===== src/rtl/nibble_serial_adder_ctrl_pkg.sv =====
// Shared definitions for the nibble-serial adder sequencer.
package adder_ctrl_pkg;

   localparam int unsigned NIBBLE_W = 4;

   // 2'd3 is unused and recovers to IDLE
   typedef enum logic [1:0] {
      IDLE = 2'd0,
      ADD  = 2'd1,
      DONE = 2'd2
   } state_e;

endpackage : adder_ctrl_pkg


===== src/rtl/nibble_serial_adder_ctrl_if.sv =====
// Operand/result valid-ready bus of the nibble-serial adder.
interface nibble_serial_adder_ctrl_if
   import adder_ctrl_pkg::*;
#(
   parameter int unsigned NIBBLES = 4
);

   localparam int unsigned W = NIBBLE_W * NIBBLES;

   logic         in_valid;
   logic         in_ready;
   logic [W-1:0] in_a;
   logic [W-1:0] in_b;
   logic         in_cin;
   logic         out_valid;
   logic         out_ready;
   logic [W-1:0] out_sum;
   logic         out_cout;
   logic         busy;

   modport master (
      output in_valid, in_a, in_b, in_cin, out_ready,
      input  in_ready, out_valid, out_sum, out_cout, busy
   );

   modport slave (
      input  in_valid, in_a, in_b, in_cin, out_ready,
      output in_ready, out_valid, out_sum, out_cout, busy
   );

endinterface : nibble_serial_adder_ctrl_if


===== src/rtl/nibble_serial_adder_ctrl_rca4_slice.sv =====
// Combinational 4-bit ripple-carry adder built from full-adder cells.
module rca4_slice (
   input  logic [3:0] a,
   input  logic [3:0] b,
   input  logic       ci,
   output logic [3:0] s,
   output logic       co
);

   logic [4:0] c;

   assign c[0] = ci;

   // One full-adder cell per bit, carry rippling upward
   for (genvar i = 0; i < 4; i++) begin : g_fa
      assign s[i]   = a[i] ^ b[i] ^ c[i];
      assign c[i+1] = (a[i] & b[i]) | (a[i] & c[i]) | (b[i] & c[i]);
   end

   assign co = c[4];

endmodule : rca4_slice


===== src/rtl/nibble_serial_adder_ctrl.sv =====
// Adds two NIBBLES*4-bit operands one nibble per cycle, LSB nibble first.
module nibble_serial_adder_ctrl
   import adder_ctrl_pkg::*;
#(
   parameter int unsigned NIBBLES = 4
) (
   input  logic                        clk,
   input  logic                        rst_n,
   nibble_serial_adder_ctrl_if.slave   bus
);

   localparam int unsigned W        = NIBBLE_W * NIBBLES;
   localparam int unsigned IDX_W    = (NIBBLES > 1) ? $clog2(NIBBLES) : 1;
   localparam logic [IDX_W-1:0] IDX_LAST = IDX_W'(NIBBLES - 1);

   state_e             state_q, state_d;
   logic [IDX_W-1:0]   idx_q, idx_d;
   logic               carry_q, carry_d;
   logic [W-1:0]       a_q, a_d;
   logic [W-1:0]       b_q, b_d;
   logic [W-1:0]       sum_q, sum_d;
   logic               cout_q, cout_d;
   logic               out_valid_q, out_valid_d;
   logic               in_ready_q, in_ready_d;
   logic               busy_q, busy_d;

   logic [NIBBLE_W-1:0] nib_a, nib_b, slice_s;
   logic                slice_co;

   // Nibble select on the registered operands
   assign nib_a = a_q[32'(idx_q) * NIBBLE_W +: NIBBLE_W];
   assign nib_b = b_q[32'(idx_q) * NIBBLE_W +: NIBBLE_W];

   rca4_slice u_slice (
      .a  (nib_a),
      .b  (nib_b),
      .ci (carry_q),
      .s  (slice_s),
      .co (slice_co)
   );

   // State and datapath registers
   always_ff @(posedge clk or negedge rst_n) begin
      if (!rst_n) begin
         state_q     <= IDLE;
         idx_q       <= '0;
         carry_q     <= 1'b0;
         a_q         <= '0;
         b_q         <= '0;
         sum_q       <= '0;
         cout_q      <= 1'b0;
         out_valid_q <= 1'b0;
         in_ready_q  <= 1'b0;
         busy_q      <= 1'b0;
      end else begin
         state_q     <= state_d;
         idx_q       <= idx_d;
         carry_q     <= carry_d;
         a_q         <= a_d;
         b_q         <= b_d;
         sum_q       <= sum_d;
         cout_q      <= cout_d;
         out_valid_q <= out_valid_d;
         in_ready_q  <= in_ready_d;
         busy_q      <= busy_d;
      end
   end

   // Next-state and next-output logic; handshake flags follow the next state
   always_comb begin
      state_d     = state_q;
      idx_d       = idx_q;
      carry_d     = carry_q;
      a_d         = a_q;
      b_d         = b_q;
      sum_d       = sum_q;
      cout_d      = cout_q;
      out_valid_d = out_valid_q;

      case (state_q)
         IDLE: begin
            if (bus.in_valid && in_ready_q) begin
               a_d     = bus.in_a;
               b_d     = bus.in_b;
               carry_d = bus.in_cin;
               idx_d   = '0;
               state_d = ADD;
            end
         end
         ADD: begin
            sum_d[32'(idx_q) * NIBBLE_W +: NIBBLE_W] = slice_s;
            carry_d = slice_co;
            if (idx_q == IDX_LAST) begin
               cout_d      = slice_co;
               out_valid_d = 1'b1;
               state_d     = DONE;
            end else begin
               idx_d = idx_q + IDX_W'(1);
            end
         end
         DONE: begin
            if (out_valid_q && bus.out_ready) begin
               out_valid_d = 1'b0;
               state_d     = IDLE;
            end
         end
         default: begin
            out_valid_d = 1'b0;
            state_d     = IDLE;
         end
      endcase

      in_ready_d = (state_d == IDLE);
      busy_d     = (state_d != IDLE);
   end

   assign bus.in_ready  = in_ready_q;
   assign bus.out_valid = out_valid_q;
   assign bus.out_sum   = sum_q;
   assign bus.out_cout  = cout_q;
   assign bus.busy      = busy_q;

endmodule : nibble_serial_adder_ctrl


===== src/flat_wrapper.sv =====
// flat-port wrapper written by rule: the top's interface ports become plain ports
module nibble_serial_adder_ctrl_flat import adder_ctrl_pkg::*;
#(
   parameter int unsigned NIBBLES = 4
)
  (clk, rst_n, bus_in_valid, bus_in_a, bus_in_b, bus_in_cin, bus_out_ready, bus_in_ready, bus_out_valid, bus_out_sum, bus_out_cout, bus_busy);
  nibble_serial_adder_ctrl_if #(.NIBBLES(NIBBLES)) bus_i ();
  input  logic clk;
  input  logic rst_n;
  input wire logic [$bits(bus_i.in_valid)-1:0] bus_in_valid;
  input wire logic [$bits(bus_i.in_a)-1:0] bus_in_a;
  input wire logic [$bits(bus_i.in_b)-1:0] bus_in_b;
  input wire logic [$bits(bus_i.in_cin)-1:0] bus_in_cin;
  input wire logic [$bits(bus_i.out_ready)-1:0] bus_out_ready;
  output wire logic [$bits(bus_i.in_ready)-1:0] bus_in_ready;
  output wire logic [$bits(bus_i.out_valid)-1:0] bus_out_valid;
  output wire logic [$bits(bus_i.out_sum)-1:0] bus_out_sum;
  output wire logic [$bits(bus_i.out_cout)-1:0] bus_out_cout;
  output wire logic [$bits(bus_i.busy)-1:0] bus_busy;
  assign bus_i.in_valid = bus_in_valid;
  assign bus_i.in_a = bus_in_a;
  assign bus_i.in_b = bus_in_b;
  assign bus_i.in_cin = bus_in_cin;
  assign bus_i.out_ready = bus_out_ready;
  assign bus_in_ready = bus_i.in_ready;
  assign bus_out_valid = bus_i.out_valid;
  assign bus_out_sum = bus_i.out_sum;
  assign bus_out_cout = bus_i.out_cout;
  assign bus_busy = bus_i.busy;
  nibble_serial_adder_ctrl #(.NIBBLES(NIBBLES)) u_core (.clk(clk), .rst_n(rst_n), .bus(bus_i));
endmodule

===== config.mk =====
export PLATFORM = sky130hd
export DESIGN_NAME = nibble_serial_adder_ctrl_flat
export DESIGN_NICKNAME = d
export VERILOG_FILES = /design/src/rtl/nibble_serial_adder_ctrl_pkg.sv /design/src/rtl/nibble_serial_adder_ctrl_if.sv /design/src/rtl/nibble_serial_adder_ctrl_rca4_slice.sv /design/src/rtl/nibble_serial_adder_ctrl.sv /design/src/flat_wrapper.sv
export SDC_FILE = /design/constraint.sdc
export NUM_CORES = 1
export LEC_CHECK = 0
export CAP_MARGIN = 25
export CORE_ASPECT_RATIO = 0.8
export CORE_UTILIZATION = 40
export DETAILED_ROUTE_END_ITERATION = 16
export GPL_ROUTABILITY_DRIVEN = 0
export GPL_TIMING_DRIVEN = 0
export PLACE_DENSITY = 0.65
export SLEW_MARGIN = 20
export SYNTH_ARGS = -nofsm -noshare
export SYNTH_HDL_FRONTEND = slang
export SYNTH_SLANG_ARGS = --single-unit

===== constraint.sdc =====
create_clock -name clk -period 3.4 [get_ports clk]
set_input_delay 0.68 -clock clk [delete_from_list [all_inputs] [get_ports clk]]
set_output_delay 0.68 -clock clk [all_outputs]
set_load 0.1 [all_outputs]

==> out/qor.yml, run 1 <==
clock_network:
  cts_tree: "done"
  cts-root-buf: "clkbuf_8"
  clock_latency_ns: 0.34
  clock_sinks: 57
  cts_made_buffers: 9
  h-tree-depth: 3
  cts_buffer_depth: 2
  clk_pin_slew_ns: 0.06
setup_path:
  r2r-start: "u_core.idx_q[1]"
  path_cells: "clkbuf_1 -> mux4_2 -> fa_1 -> inv_1 -> fa_1 -> fa_1 -> inv_1 -> fa_1 -> nand2b_1 -> o31ai_1"
  crit_slowest_cell: "clkbuf_1"
  required_ns: 3.64
  cp_num_buf_inv: 3
  rrSetupSlack_ns: 0.21
  worstSetupPathDepth: 10
  cp_max_fo: 10
  r2r_end: "u_core.bus.out_sum[11]"
  path_delay_family: "adder cells"
  reg2reg_depth: 10
  path_common_cell: "fa_1"
  slowest_delay_ns: 0.51
  setup.worst_path.class: "reg2reg"
  start_kind: "flop"
  end_kind: "flop"
  cp.arrival_ns: 3.43
synth:
  syn_nets: 237
  synth-seq-cells: 57
  synth_top_area_share_pct: 54.1
  synth_top_area_cell: "dfrtp_1"
  synth.most_common_cell: "dfrtp_1"
  syn_inst: 190
  synth_cell_types: 30
  synth-edff-count: 0
  ys_seq_area_share_pct: 54.1
  synth_area_mm2: 0.00264
  async_reset_ff_share_pct: 100
  synthTopCellsByArea: "dfrtp_1, mux2_2, mux4_2, fa_1, ha_1"
  yosys-top-cells-count: "dfrtp_1, mux2_2, nand2_1"
  ys.flop_type: "dfrtp_1"
  yosysWarningCount: 0
  avgSynthCellArea_um2: 13.9
global_route:
  grt_max_degree: 58
  antenna_found_initial: 0
  grt_pass1_vias: 1761
  track_usage_pct: 17.5
  gr-total-overflow: 0
  grt_pass1_wl_mm: 8.80
floorplan:
  initial_core_util_pct: 41.4
  die_w_um: 92.8
  core_area_mm2: 0.00638
  die_area_mm2: 0.00692
  pin_count: 57
  rows: 26
  die_h_um: 74.6
sta:
  hold_viol: 0
  slew_headroom_pct: 34.6
  min_period_ns: 3.19
  rsz0062_at_grt: "no"
  fmax_ghz: 0.314
  worst_clock_skew_ns: 0.00579
  worstMarginPinSlew_ns: 0.978
  finalMaxSlewViolations: 0
  post-route-period-util_pct: 93.7
  fin_tns_setup_ns: 0
  setup_viol: 0
detailed_routing:
  drt-total-wl_mm: 5.18
  drt_iter0_drc: 63
  ant_nets: 0
  wl_per_cell_um: 15.0
  drc: 0
  dr_total_vias: 1747
  viasPerCell: 5.05
  dr.pass1.iters: 4
placed_design:
  hpwl_mm: 3.69
  port_buffers: 56
layout:
  areaGrowthSynthToFinish_pct: 32.7
  antenna_cells: 0
  drive_gt1_share_pct: 26.7
  nNetsFinal: 304
hold_path:
  min_path_type: "in2async"
status:
  status: "finished clean"
flow_run:
  drv_cap: 0
-- cell families after synthesis --
logic type	after synthesis	share of synthesized area, %
AO/OA/AOI/OAI	28	8.02
adder cells (fa/ha/maj)	10	5.88
buffers and inverters	16	2.56
flip-flops	57	54.1
multiplexers	42	21.3
AND/OR/NAND/NOR	37	8.11
-- placed cells by master (no fill, tap or decap), types with 2 or more instances in the layout --
| master | count |
|---|---|
| mux2_2 | 33 |
| clkdlybuf4s50_1 | 55 |
| ha_1 | 6 |
| nand3b_2 | 4 |
| nor2_1 | 3 |
| dfrtp_1 | 56 |
| o31ai_1 | 6 |
| clkinvlp_4 | 2 |
| o2bb2ai_1 | 2 |
| nand2b_1 | 4 |
| or2_1 | 2 |
| nand2_1 | 18 |
| clkbuf_8 | 10 |
| o21ai_1 | 2 |
| a21oi_1 | 4 |
| o41ai_1 | 6 |
| clkbuf_1 | 2 |
| inv_1 | 8 |
| a22o_1 | 5 |
| clkinv_2 | 2 |
| fa_1 | 4 |
| buf_2 | 5 |
| buf_4 | 2 |
| mux4_2 | 8 |
-- registers in the layout, indices dropped and copies added, names as in the netlist --
| register | count |
|---|---|
| u_core.a_q | 16 |
| u_core.b_q | 16 |
| u_core.bus.out_sum | 16 |
| u_core.idx_q | 2 |
| u_core.state_q | 2 |
| u_core.bus.busy | 1 |
| u_core.bus.in_ready | 1 |
| u_core.bus.out_cout | 1 |
| u_core.bus.out_valid | 1 |
| u_core.carry_q | 1 |
-- what timing repair did --
item / in CTS / in global routing
resized for setup: 1 / 1
hold endpoints to repair: 0 / 0
pin swaps: 0 / 0
hold buffers: 0 / 0
setup endpoints to repair: 1 / 3
gates cloned: 0 / 0
setup buffers: 0 / 0
-- metrics by stage --
stage / setup slack, ns / utilization [%] / cells / hold slack (ns) / area [µm²]
finish: 0.214 / 54.9 / 346 / 0.390 / 3500
global route: 0.00218 / 54.9 / 346 / 0.455 / 3500
CTS: 0.106 / 54.9 / 346 / 0.419 / 3500
detailed placement: 0.000753 / 51.8 / 330 / 0.467 / 3300
global placement: -0.166 / 51.8 / 330 / 0.462 / 3300
floorplan: 0.419 / - / 190 / 0.384 / 2640
-- worst register-to-register path, cell delays in order, from the launching register on --
cell      delay [ns]
dfrtp_1         0.42
clkbuf_1        0.51
mux4_2          0.44
fa_1            0.39
inv_1           0.07
fa_1            0.17
fa_1            0.16
inv_1           0.05
fa_1            0.51
nand2b_1        0.12
o31ai_1         0.26
-- worst max-delay path by stage --
stage                     from                endpoint
6_report       u_core.idx_q[1]  u_core.bus.out_sum[11]
5_1_grt        u_core.idx_q[1]  u_core.bus.out_sum[11]
4_1_cts        u_core.idx_q[0]  u_core.bus.out_sum[11]
3_5_place_dp   u_core.idx_q[0]  u_core.bus.out_sum[11]
3_3_place_gp             rst_n          u_core.b_q[10]
2_1_floorplan  u_core.idx_q[0]  u_core.bus.out_sum[11]
-- area by class of cell --
class	instances	area, µm²
clock inverters	5	55.1
fillers	572	2880
flip-flops and latches	57	1430
well taps	84	105
clock buffers	11	141
inverters	8	30.0
plain buffers	8	40.0
multi-input cells	117	1140
repair buffers	56	558
-- layer usage --
metal	global-route usage, %	wire, µm
met2	25.7	2200
met3	5.56	275
met1	24.3	2610
met4	7.18	91
met5	0	0
Power of run 1 is not shown: default switching activity piles up to over one toggle a cycle in this logic, so the estimate is an artifact.
==> run 2, diff against run 1 <==
Settings changed: CORE_ASPECT_RATIO 0.8 to unset.
==> out/qor.yml, run 2 (synthesized netlist as in run 1, its figures left out) <==
clock_network:
  cts_setup_buffers: 0  # unchanged
  cts_made_buffers: 9  # unchanged
  clock_sinks: 57  # unchanged
  cts_tree: "done"  # unchanged
  h-tree-depth: 3  # unchanged
  clock_latency_ns: 0.33  # was 0.34 ns
  clk_pin_slew_ns: 0.06  # about the same
  postCtsHoldBufs: 0  # unchanged
  cts_buffer_depth: 2  # unchanged
  cts-root-buf: "clkbuf_8"  # unchanged
layout:
  final_cell_mix: "dfrtp_1, clkdlybuf4s50_1, mux2_2"  # unchanged
  final_area_mm2: 0.00348  # was 0.00350 mm²
  drive_gt1_share_pct: 26.6  # was 26.7%
  antenna_cells: 0  # unchanged
  final_common_cell: "dfrtp_1"  # unchanged
  nNetsFinal: 305  # was 304
  multi_input_area_mm2: 0.00114  # unchanged
  layoutNonFillerInstCount: 340  # was 346
  seqCellArea_mm2: 0.00143  # unchanged
  nFillCells: 527  # was 572
  areaGrowthSynthToFinish_pct: 31.9  # was 32.7%
detailed_routing:
  drt-total-wl_mm: 5.19  # was 5.18 mm
  drc: 0  # unchanged
  wl_per_cell_um: 15.3  # was 15.0 µm
  viasPerCell: 5.14  # was 5.05
  dr.pass1.iters: 4  # unchanged
  ant_nets: 0  # unchanged
  dr_total_vias: 1748  # was 1747
  drt_iter0_drc: 78  # was 63
sta:
  setup_viol: 0  # unchanged
  worstMarginPinSlew_ns: 0.968  # was 0.978 ns
  post-route-period-util_pct: 93.1  # was 93.7%
  hold_viol: 0  # unchanged
  fin_tns_setup_ns: 0  # unchanged
  finalMaxSlewViolations: 0  # unchanged
  rsz0062_at_grt: "no"  # unchanged
  min_period_ns: 3.17  # was 3.19 ns
  fmax_ghz: 0.316  # was 0.314 GHz
  slew_headroom_pct: 35.3  # was 34.6%
  worst_clock_skew_ns: 0.00753  # was 0.00579 ns
flow_run:
  drv_cap: 0  # unchanged
setup_path:
  setup.worst_path.class: "reg2reg"  # unchanged
  reg2reg_depth: 10  # unchanged
  r2r_end: "u_core.bus.out_sum[11]"  # unchanged
  crit_path_start: "u_core.idx_q[0]"  # was u_core.idx_q[1]
  r2r-start: "u_core.idx_q[0]"  # was u_core.idx_q[1]
  cp.arrival_ns: 3.40  # was 3.43 ns
  rrSetupSlack_ns: 0.23  # was 0.21 ns
  required_ns: 3.64  # about the same
  end_kind: "flop"  # unchanged
  start_kind: "flop"  # unchanged
  cp_max_fo: 10  # unchanged
global_route:
  gr-total-overflow: 0  # unchanged
  grt_max_degree: 58  # unchanged
  grt_pass1_vias: 1839  # was 1761
  track_usage_pct: 17.2  # was 17.5%
  grt_pass1_wl_mm: 9.18  # was 8.80 mm
  antenna_found_initial: 0  # unchanged
floorplan:
  initial_core_util_pct: 41.5  # was 41.4%
  pin_count: 57  # unchanged
  core_area_mm2: 0.00635  # was 0.00638 mm²
  die_area_mm2: 0.00692  # about the same
  die_h_um: 83.2  # was 74.6 µm
  die_w_um: 83.2  # was 92.8 µm
  rows: 29  # was 26
placed_design:
  place_area_mm2: 0.00332  # was 0.00330 mm²
  hpwl_mm: 3.72  # was 3.69 mm
  port_buffers: 56  # unchanged
  dp.cells: 324  # was 330
hold_path:
  min_path_type: "in2async"  # unchanged
status:
  status: "finished clean"  # unchanged
-- run 2: how the worst max path moves through the flow --
stage / end / slack [ns] / cells after the start
final: u_core.bus.out_sum[11] / 0.23 / 10
after floorplan: u_core.bus.out_sum[11] / 0.42 / 10
after CTS: u_core.bus.out_sum[11] / 0.04 / 10
after global routing: u_core.bus.out_sum[7] / 0.005 / 10
after detailed placement: u_core.bus.out_sum[11] / -0.07 / 10
after global placement: u_core.b_q[13] / -0.18 / 1
-- run 2: what timing repair did --
item                                    CTS  global route
hold endpoints to repair                  0             0
resized for setup                         1             3
endpoints found under the setup margin    3             3
cloned                                    0             0
-- run 2: routing by layer --
metal  wire [µm]  GRT usage (%)  vias up
li1            -              -      829
met1        2430           23.6      858
met2        2440           25.6       54
met3         240           4.08        7
met4          75           8.46        0
met5           0              0        -
-- run 2: critical path, cell delays in order, from the launching register on --
cell	delay, ns
dfrtp_2	0.49
buf_4	0.27
mux4_2	0.55
fa_1	0.40
inv_1	0.07
fa_1	0.17
fa_1	0.16
inv_1	0.05
fa_1	0.52
nand2b_1	0.12
o31ai_1	0.25
-- run 2: cell type report --
cell class | instances | area share (%)
tap | 77 | 2.77
sequential | 57 | 41.0
clock inverter | 4 | 0.575
timing repair buffer | 57 | 16.8
buffer | 8 | 1.19
inverter | 8 | 0.863
clock buffer | 12 | 3.88
multi-input combinational | 117 | 32.9
-- run 2: through the flow --
step | hold WS, ns | utilization [%] | setup slack [ns]
after floorplan | 0.384 | - | 0.419
after global placement | 0.461 | 51.9 | -0.182
after detailed placement | 0.468 | 52.3 | -0.0652
after CTS | 0.334 | 54.8 | 0.0369
after global routing | 0.331 | 54.8 | 0.00492
final | 0.325 | 54.8 | 0.233
Power of run 2 is left out for the same reason.
